[config.mk]
export PLATFORM = sky130hd
export DESIGN_NAME = hsi2rgb_pipe
export DESIGN_NICKNAME = d
export VERILOG_FILES = /design/src/rtl/hsi_pkg.sv /design/src/rtl/hsi_ratio_rom.sv /design/src/rtl/hsi2rgb_pipe.sv
export SDC_FILE = /design/constraint.sdc
export NUM_CORES = 1
export LEC_CHECK = 0
export CELL_PAD_IN_SITES_DETAIL_PLACEMENT = 1
export CELL_PAD_IN_SITES_GLOBAL_PLACEMENT = 1
export CORE_MARGIN = 4
export CORE_UTILIZATION = 41
export CTS_CLUSTER_SIZE = 24
export DETAILED_ROUTE_END_ITERATION = 6
export PLACE_DENSITY_LB_ADDON = 0.1
export SETUP_SLACK_MARGIN = 0.1
export SYNTH_ARGS = -nofsm -noshare
export SYNTH_HDL_FRONTEND = slang
export SYNTH_SLANG_ARGS = --single-unit
[constraint.sdc]
create_clock -name iCLK -period 16.6 [get_ports iCLK]
set_input_delay 3.32 -clock iCLK [delete_from_list [all_inputs] [get_ports iCLK]]
set_output_delay 3.32 -clock iCLK [all_outputs]
set_load 0.02 [all_outputs]
[src/rtl/hsi_pkg.sv]
// Shared constants, sector encoding and helper functions for the HSI-to-RGB path.
package hsi_pkg;

    localparam int HUE_MAX    = 360;
    localparam int SECTOR_DEG = 120;
    localparam int RATIO_W    = 11;
    localparam int PIX_W      = 8;
    localparam int HUE_W      = 9;
    localparam int LAT        = 4;

    localparam int HP_W      = 7;
    localparam int SQ_W      = 9;
    localparam int PROD_W    = 17;
    localparam int MUL_W     = 29;
    localparam int ACC_W     = 12;
    localparam int ROM_DEPTH = 128;
    localparam int HALF_SEC  = 60;

    localparam real DEG2RAD = 3.14159265358979323846 / 180.0;

    typedef enum logic [1:0] {
        SEC_RG = 2'd0,
        SEC_GB = 2'd1,
        SEC_BR = 2'd2
    } sector_e;

    // Table generator: round(256*cos(h)/cos(60-h)), elaborated once per ROM word.
    function automatic logic signed [RATIO_W-1:0] hue_ratio_entry(input int hp);
        real num_v;
        real den_v;
        real q_v;
        int  r_v;
        if (hp >= SECTOR_DEG) begin
            r_v = 0;
        end else begin
            num_v = $cos(real'(hp) * DEG2RAD);
            den_v = $cos(real'(HALF_SEC - hp) * DEG2RAD);
            q_v   = 256.0 * num_v / den_v;
            if (q_v >= 0.0) begin
                r_v = $rtoi(q_v + 0.5);
            end else begin
                r_v = -$rtoi(0.5 - q_v);
            end
        end
        return RATIO_W'(r_v);
    endfunction

    function automatic logic [PIX_W-1:0] clamp_pix(input logic signed [ACC_W-1:0] v);
        logic [PIX_W-1:0] r;
        if (v < 12'sd0) begin
            r = 8'd0;
        end else if (v > 12'sd255) begin
            r = 8'd255;
        end else begin
            r = v[PIX_W-1:0];
        end
        return r;
    endfunction

endpackage

[src/rtl/hsi_ratio_rom.sv]
// Hue-ratio lookup: 120 signed Q2.8 words (padded to 128), registered read.
module hsi_ratio_rom
    import hsi_pkg::*;
(
    input  logic                      clk,
    input  logic                      rst_n,
    input  logic                      rd_en,
    input  logic [HP_W-1:0]           addr,
    output logic signed [RATIO_W-1:0] ratio
);

    logic signed [RATIO_W-1:0] rom_s [ROM_DEPTH];

    // Words beyond the last hue offset read as zero so every address is defined.
    for (genvar k = 0; k < ROM_DEPTH; k++) begin : g_rom
        assign rom_s[k] = hue_ratio_entry(k);
    end

    // Registered read; holds its word while the pipeline is frozen.
    always_ff @(posedge clk) begin
        if (!rst_n) begin
            ratio <= '0;
        end else if (rd_en) begin
            ratio <= rom_s[addr];
        end
    end

endmodule

[src/rtl/hsi2rgb_pipe.sv]
// HSI to 8-bit RGB converter: four-stage divider-free pipeline whose stages
// all advance together, or all hold when the downstream side stalls.
module hsi2rgb_pipe
    import hsi_pkg::*;
(
    input  logic             iCLK,
    input  logic             iRST_N,
    input  logic             iDVAL,
    output logic             oREADY,
    input  logic             iSOF,
    input  logic [HUE_W-1:0] iH,
    input  logic [PIX_W-1:0] iS,
    input  logic [PIX_W-1:0] iI,
    output logic             oDVAL,
    input  logic             iREADY,
    output logic             oSOF,
    output logic [PIX_W-1:0] oR,
    output logic [PIX_W-1:0] oG,
    output logic [PIX_W-1:0] oB
);

    logic           en_s;
    logic [LAT-1:0] vld_r;
    logic [LAT-1:0] sof_r;

    logic [HUE_W-1:0] h_wrap_s;
    sector_e          sec_s;
    logic [HP_W-1:0]  hp_s;
    logic [SQ_W-1:0]  sq_s;

    logic [PIX_W-1:0] i1_r;
    sector_e          sec1_r;
    logic [HP_W-1:0]  hp1_r;
    logic [SQ_W-1:0]  sq1_r;

    logic [PROD_W-1:0]         p_s;
    logic [SQ_W-1:0]           lo_s;
    logic [PIX_W-1:0]          i2_r;
    sector_e                   sec2_r;
    logic [PROD_W-1:0]         p2_r;
    logic [SQ_W-1:0]           lo2_r;
    logic signed [RATIO_W-1:0] ratio2_s;

    logic signed [MUL_W-1:0] prod_s;
    logic signed [ACC_W-1:0] hi_s;
    logic signed [ACC_W-1:0] rest_s;
    sector_e                 sec3_r;
    logic signed [ACC_W-1:0] hi3_r;
    logic signed [ACC_W-1:0] rest3_r;
    logic signed [ACC_W-1:0] lo3_r;

    logic [PIX_W-1:0] hi_c_s;
    logic [PIX_W-1:0] rest_c_s;
    logic [PIX_W-1:0] lo_c_s;
    logic [PIX_W-1:0] r_s;
    logic [PIX_W-1:0] g_s;
    logic [PIX_W-1:0] b_s;

    assign en_s   = !vld_r[LAT-1] || iREADY;
    assign oREADY = en_s;
    assign oDVAL  = vld_r[LAT-1];
    assign oSOF   = sof_r[LAT-1];

    // Hue wrap, sector split and saturation rescale so that S=255 acts as 1.0.
    always_comb begin
        h_wrap_s = iH;
        sec_s    = SEC_RG;
        hp_s     = '0;
        if (iH >= HUE_W'(HUE_MAX)) begin
            h_wrap_s = '0;
        end else begin
            h_wrap_s = iH;
        end
        if (h_wrap_s < HUE_W'(SECTOR_DEG)) begin
            sec_s = SEC_RG;
            hp_s  = HP_W'(h_wrap_s);
        end else if (h_wrap_s < HUE_W'(2 * SECTOR_DEG)) begin
            sec_s = SEC_GB;
            hp_s  = HP_W'(h_wrap_s - HUE_W'(SECTOR_DEG));
        end else begin
            sec_s = SEC_BR;
            hp_s  = HP_W'(h_wrap_s - HUE_W'(2 * SECTOR_DEG));
        end
        sq_s = {1'b0, iS} + {8'd0, iS[PIX_W-1]};
    end

    // Stage valids and frame-start flag travel as one shift chain.
    always_ff @(posedge iCLK) begin
        if (!iRST_N) begin
            vld_r <= '0;
            sof_r <= '0;
        end else if (en_s) begin
            vld_r <= {vld_r[LAT-2:0], iDVAL};
            sof_r <= {sof_r[LAT-2:0], iDVAL && iSOF};
        end
    end

    // Stage 1 register: decoded hue and scaled saturation.
    always_ff @(posedge iCLK) begin
        if (!iRST_N) begin
            i1_r   <= '0;
            sec1_r <= SEC_RG;
            hp1_r  <= '0;
            sq1_r  <= '0;
        end else if (en_s) begin
            i1_r   <= iI;
            sec1_r <= sec_s;
            hp1_r  <= hp_s;
            sq1_r  <= sq_s;
        end
    end

    hsi_ratio_rom u_ratio_rom (
        .clk   (iCLK),
        .rst_n (iRST_N),
        .rd_en (en_s),
        .addr  (hp1_r),
        .ratio (ratio2_s)
    );

    assign p_s  = PROD_W'(i1_r) * PROD_W'(sq1_r);
    assign lo_s = {1'b0, i1_r} - p_s[PROD_W-1:PIX_W];

    // Stage 2 register: I*S product and the minimum channel; ratio arrives from the ROM.
    always_ff @(posedge iCLK) begin
        if (!iRST_N) begin
            i2_r   <= '0;
            sec2_r <= SEC_RG;
            p2_r   <= '0;
            lo2_r  <= '0;
        end else if (en_s) begin
            i2_r   <= i1_r;
            sec2_r <= sec1_r;
            p2_r   <= p_s;
            lo2_r  <= lo_s;
        end
    end

    // Floor shift keeps negative ratios rounding toward minus infinity.
    assign prod_s = MUL_W'($signed({1'b0, p2_r})) * MUL_W'(ratio2_s);
    assign hi_s   = ACC_W'(i2_r) + ACC_W'(prod_s >>> 5'd16);
    assign rest_s = ACC_W'({i2_r, 1'b0}) + ACC_W'(i2_r) - hi_s - ACC_W'(lo2_r);

    // Stage 3 register: unclamped lead, trailing and minimum channel values.
    always_ff @(posedge iCLK) begin
        if (!iRST_N) begin
            sec3_r  <= SEC_RG;
            hi3_r   <= '0;
            rest3_r <= '0;
            lo3_r   <= '0;
        end else if (en_s) begin
            sec3_r  <= sec2_r;
            hi3_r   <= hi_s;
            rest3_r <= rest_s;
            lo3_r   <= ACC_W'(lo2_r);
        end
    end

    // Saturate to 8 bits and rotate channels according to the hue sector.
    always_comb begin
        hi_c_s   = clamp_pix(hi3_r);
        rest_c_s = clamp_pix(rest3_r);
        lo_c_s   = clamp_pix(lo3_r);
        r_s      = 8'd0;
        g_s      = 8'd0;
        b_s      = 8'd0;
        case (sec3_r)
            SEC_RG: begin
                r_s = hi_c_s;
                g_s = rest_c_s;
                b_s = lo_c_s;
            end
            SEC_GB: begin
                r_s = lo_c_s;
                g_s = hi_c_s;
                b_s = rest_c_s;
            end
            SEC_BR: begin
                r_s = rest_c_s;
                g_s = lo_c_s;
                b_s = hi_c_s;
            end
            default: begin
                r_s = 8'd0;
                g_s = 8'd0;
                b_s = 8'd0;
            end
        endcase
    end

    // Stage 4 register: the visible RGB outputs.
    always_ff @(posedge iCLK) begin
        if (!iRST_N) begin
            oR <= '0;
            oG <= '0;
            oB <= '0;
        end else if (en_s) begin
            oR <= r_s;
            oG <= g_s;
            oB <= b_s;
        end
    end

endmodule

==> flow_summary_export.csv <==
group,metric,value,unit
floorplan,die_x,209,um
critical_path,endpoint_kind,"register",
layout,areaGrowthSynthToFinish,8.93,%
route,num_vias,14104,
critical_path,crit_path_max_fanout,18,
grt,grt.overflow.total,0,
clock_network,cts_buffers,17,
timing,fin_crit,10.03,ns
power,p_leak,8.21,nW
clock_network,clk_latency,0.44,ns
route,avgRoutedWirePerCell,18.5,um
floorplan,core-area,39900,um^2
run,drv_cap,0,
timing,setup_viol,0,
timing,finalSetupTns,0,ns
placed_design,gp_congestion,0.842,
yosys,ys_async_sr_fraction,0,%
layout,layout_common_cells,"nand2_1, inv_1, fa_1",
yosys,synth_edf_count,0,
grt,grt_max_degree,87,
floorplan,rows,73,
status,status,"finished clean",
layout,fin_area,18100,um^2
route,ant_nets,0,
clock_network,cts_root_buf,"clkbuf_16",
route,drc,0,
power,total_power,0.00160,W
route,drtIter0Drc,796,
timing,fin_skew,0.0118,ns
grt,grt_use_total,22.3,%
timing,max_slew_margin,34.9,%
grt,grt_pass1_wl,80400,um
power,max-vdd-ir-drop,0.0754,mV
grt,antenna_found_initial,0,
clock_network,cts.sinks,140,
layout,final_common_cell,"nand2_1",
timing,setup_slack,6.57,ns
hold_path,hold_path_class,"register to register",
clock_network,cts-resized-gates,0,
floorplan,die_y,209,um
route,routed_wl,48000,um
critical_path,slowest_stage,"dfxtp_1",
critical_path,path_buf_inv,3,
critical_path,cp.arrival,10.40,ns
floorplan,io_pins,57,
grt,grt_pass1_vias,14993,
yosys,ys_seq_area_share,16.9,%
timing,max_freq,0.0997,GHz
timing,hold_viol,0,
yosys,syn_area_per_cell,7.93,um^2
critical_path,critical-path-max-stage-delay,0.77,ns
critical_path,worstSetupPathType,"register to register",
timing,finalCritPeriodShare,60.4,%
placed_design,hpwl,36900,um
yosys,synth_cell_type_count,67,
timing,finalMaxSlewViolations,0,
layout,nets,2438,
yosys,netlist_instances,2094,
yosys,ys_seq_elements,140,
critical_path,required,16.97,ns
critical_path,crit_top_cell,"fa_1",
yosys,syn-num-nets,2478,
critical_path,path_delay_family,"adder cells",
clock_network,cts.clk_slew.worst_paths,0.07,ns
clock_network,cts_setup_buffers,0,
placed_design,dpl_cell_area,17500,um^2
timing,rsz0062_at_grt,"no",
layout,antenna_cells,0,
placed_design,io_buffers,56,
route,dr.pass1.iters,5,
clock_network,htree_levels,4,
yosys,yosysWarnings,0,
floorplan,dieArea,43800,um^2
route,vias_per_cell,5.44,
critical_path,start_kind,"register",
yosys,yosys_most_used_dff,"dfxtp_1",
floorplan,start_util,41.6,%
layout,drive_gt1_share,3.34,%
clock_network,cts_buffer_depth,2,
placed_design,place_ws,6.58,ns
clock_network,hold_buffers,0,
clock_network,cts_tree,"yes",
yosys,mappedNetlistArea,16600,um^2
timing,worstMarginPinSlew,0.975,ns
power,power_density,88.6,nW/um^2
power by group:
part,leakage (nW),internal [W],switching (W)
Clock,0.296,0.000244,0.000171
Combinational,6.76,0.000309,0.000413
Sequential,1.15,0.000388,0.0000787
cell usage after synthesis, drive strengths merged (6+ instances only):
cell type	number	area [um^2]
a31oi	15	93.8
o21ai	97	485
a21oi	155	795
nor3	38	190
clkbuf	123	462
inv	261	980
o21a	9	67.6
xor2	15	131
nand2	325	1220
nor2	152	571
a21o	10	75.1
a211oi	34	255
dfxtp	140	2800
nand4	6	37.5
o211ai	28	215
and3	8	50.1
buf	8	30.0
nand3	21	105
ha	163	2040
o221ai	10	87.6
o31a	8	71.3
nand2b	18	113
o21bai	16	120
xnor2	36	323
and2	112	701
nor2b	19	119
or3	7	43.8
fa	191	3820
o31ai	7	66.3
kinds of logic (layout without fill, tap and decap cells):
family,after synthesis,count (layout),synth area share (%)
and+or+nand+nor,722,722,19.7
AOI/OAI and AO/OA,426,426,16.0
buffers and inverters,393,366,8.88
adders and majority gates,356,356,35.4
DFF,140,140,16.9
xor gates and xnor gates,52,52,2.87
muxes,5,5,0.316
cell type report:
class,instances,area (um^2)
Multi-Input combinational cell,1561,12300
Sequential cell,140,2800
Clock buffer,18,439
Timing Repair Buffer,72,681
Tap cell,525,657
Inverter,262,988
Clock inverter,14,185
Fill cell,4805,21800
worst register-to-register path: cells and delay by family, from the launching register on:
family	cells	cell delay [ns]
fa+ha+maj	10	4.48
simple gates	7	1.60
buf+inv	3	0.16
xor+xnor	4	0.67
flops	1	0.77
compound gates	12	2.31
sequential cells by signal (all words and copies together) (netlist names), 4 cells and up:
name               cells
sq1_r                  9
oR                     8
p2_r                  17
hp1_r                  7
i2_r                   8
lo3_r                  9
oB                     8
sof_r                  4
oG                     8
lo2_r                  9
hi3_r                 12
i1_r                   8
u_ratio_rom.ratio     11
vld_r                  4
rest3_r               12
metal layers:
layer  up-vias  global-route usage (%)  wire length, um
met5         -                       0                0
met4         0                    3.51              504
met3        33                    2.68             1630
met2       213                    36.4            22200
met1      7126                    32.7            23600
li1       6732                       -                -
through the flow:
step	hold WS (ns)	cells	util, %
final	0.453	2592	45.3
after global routing	0.468	2592	45.3
after CTS	0.457	2592	45.3
after detailed placement	0.447	2560	43.8
after global placement	0.437	2560	43.8
after floorplan	0.427	2094	-
final timing paths:
kind,from,end,slack [ns],depth (start not counted)
min,vld_r[0],vld_r[0],0.45,2
max,u_ratio_rom.ratio[2],rest3_r[11],6.57,36
max reg2reg,u_ratio_rom.ratio[2],rest3_r[11],6.57,36
min reg2reg,vld_r[0],vld_r[0],0.45,2
No activity file was read; power rests on OpenSTA's default activity.
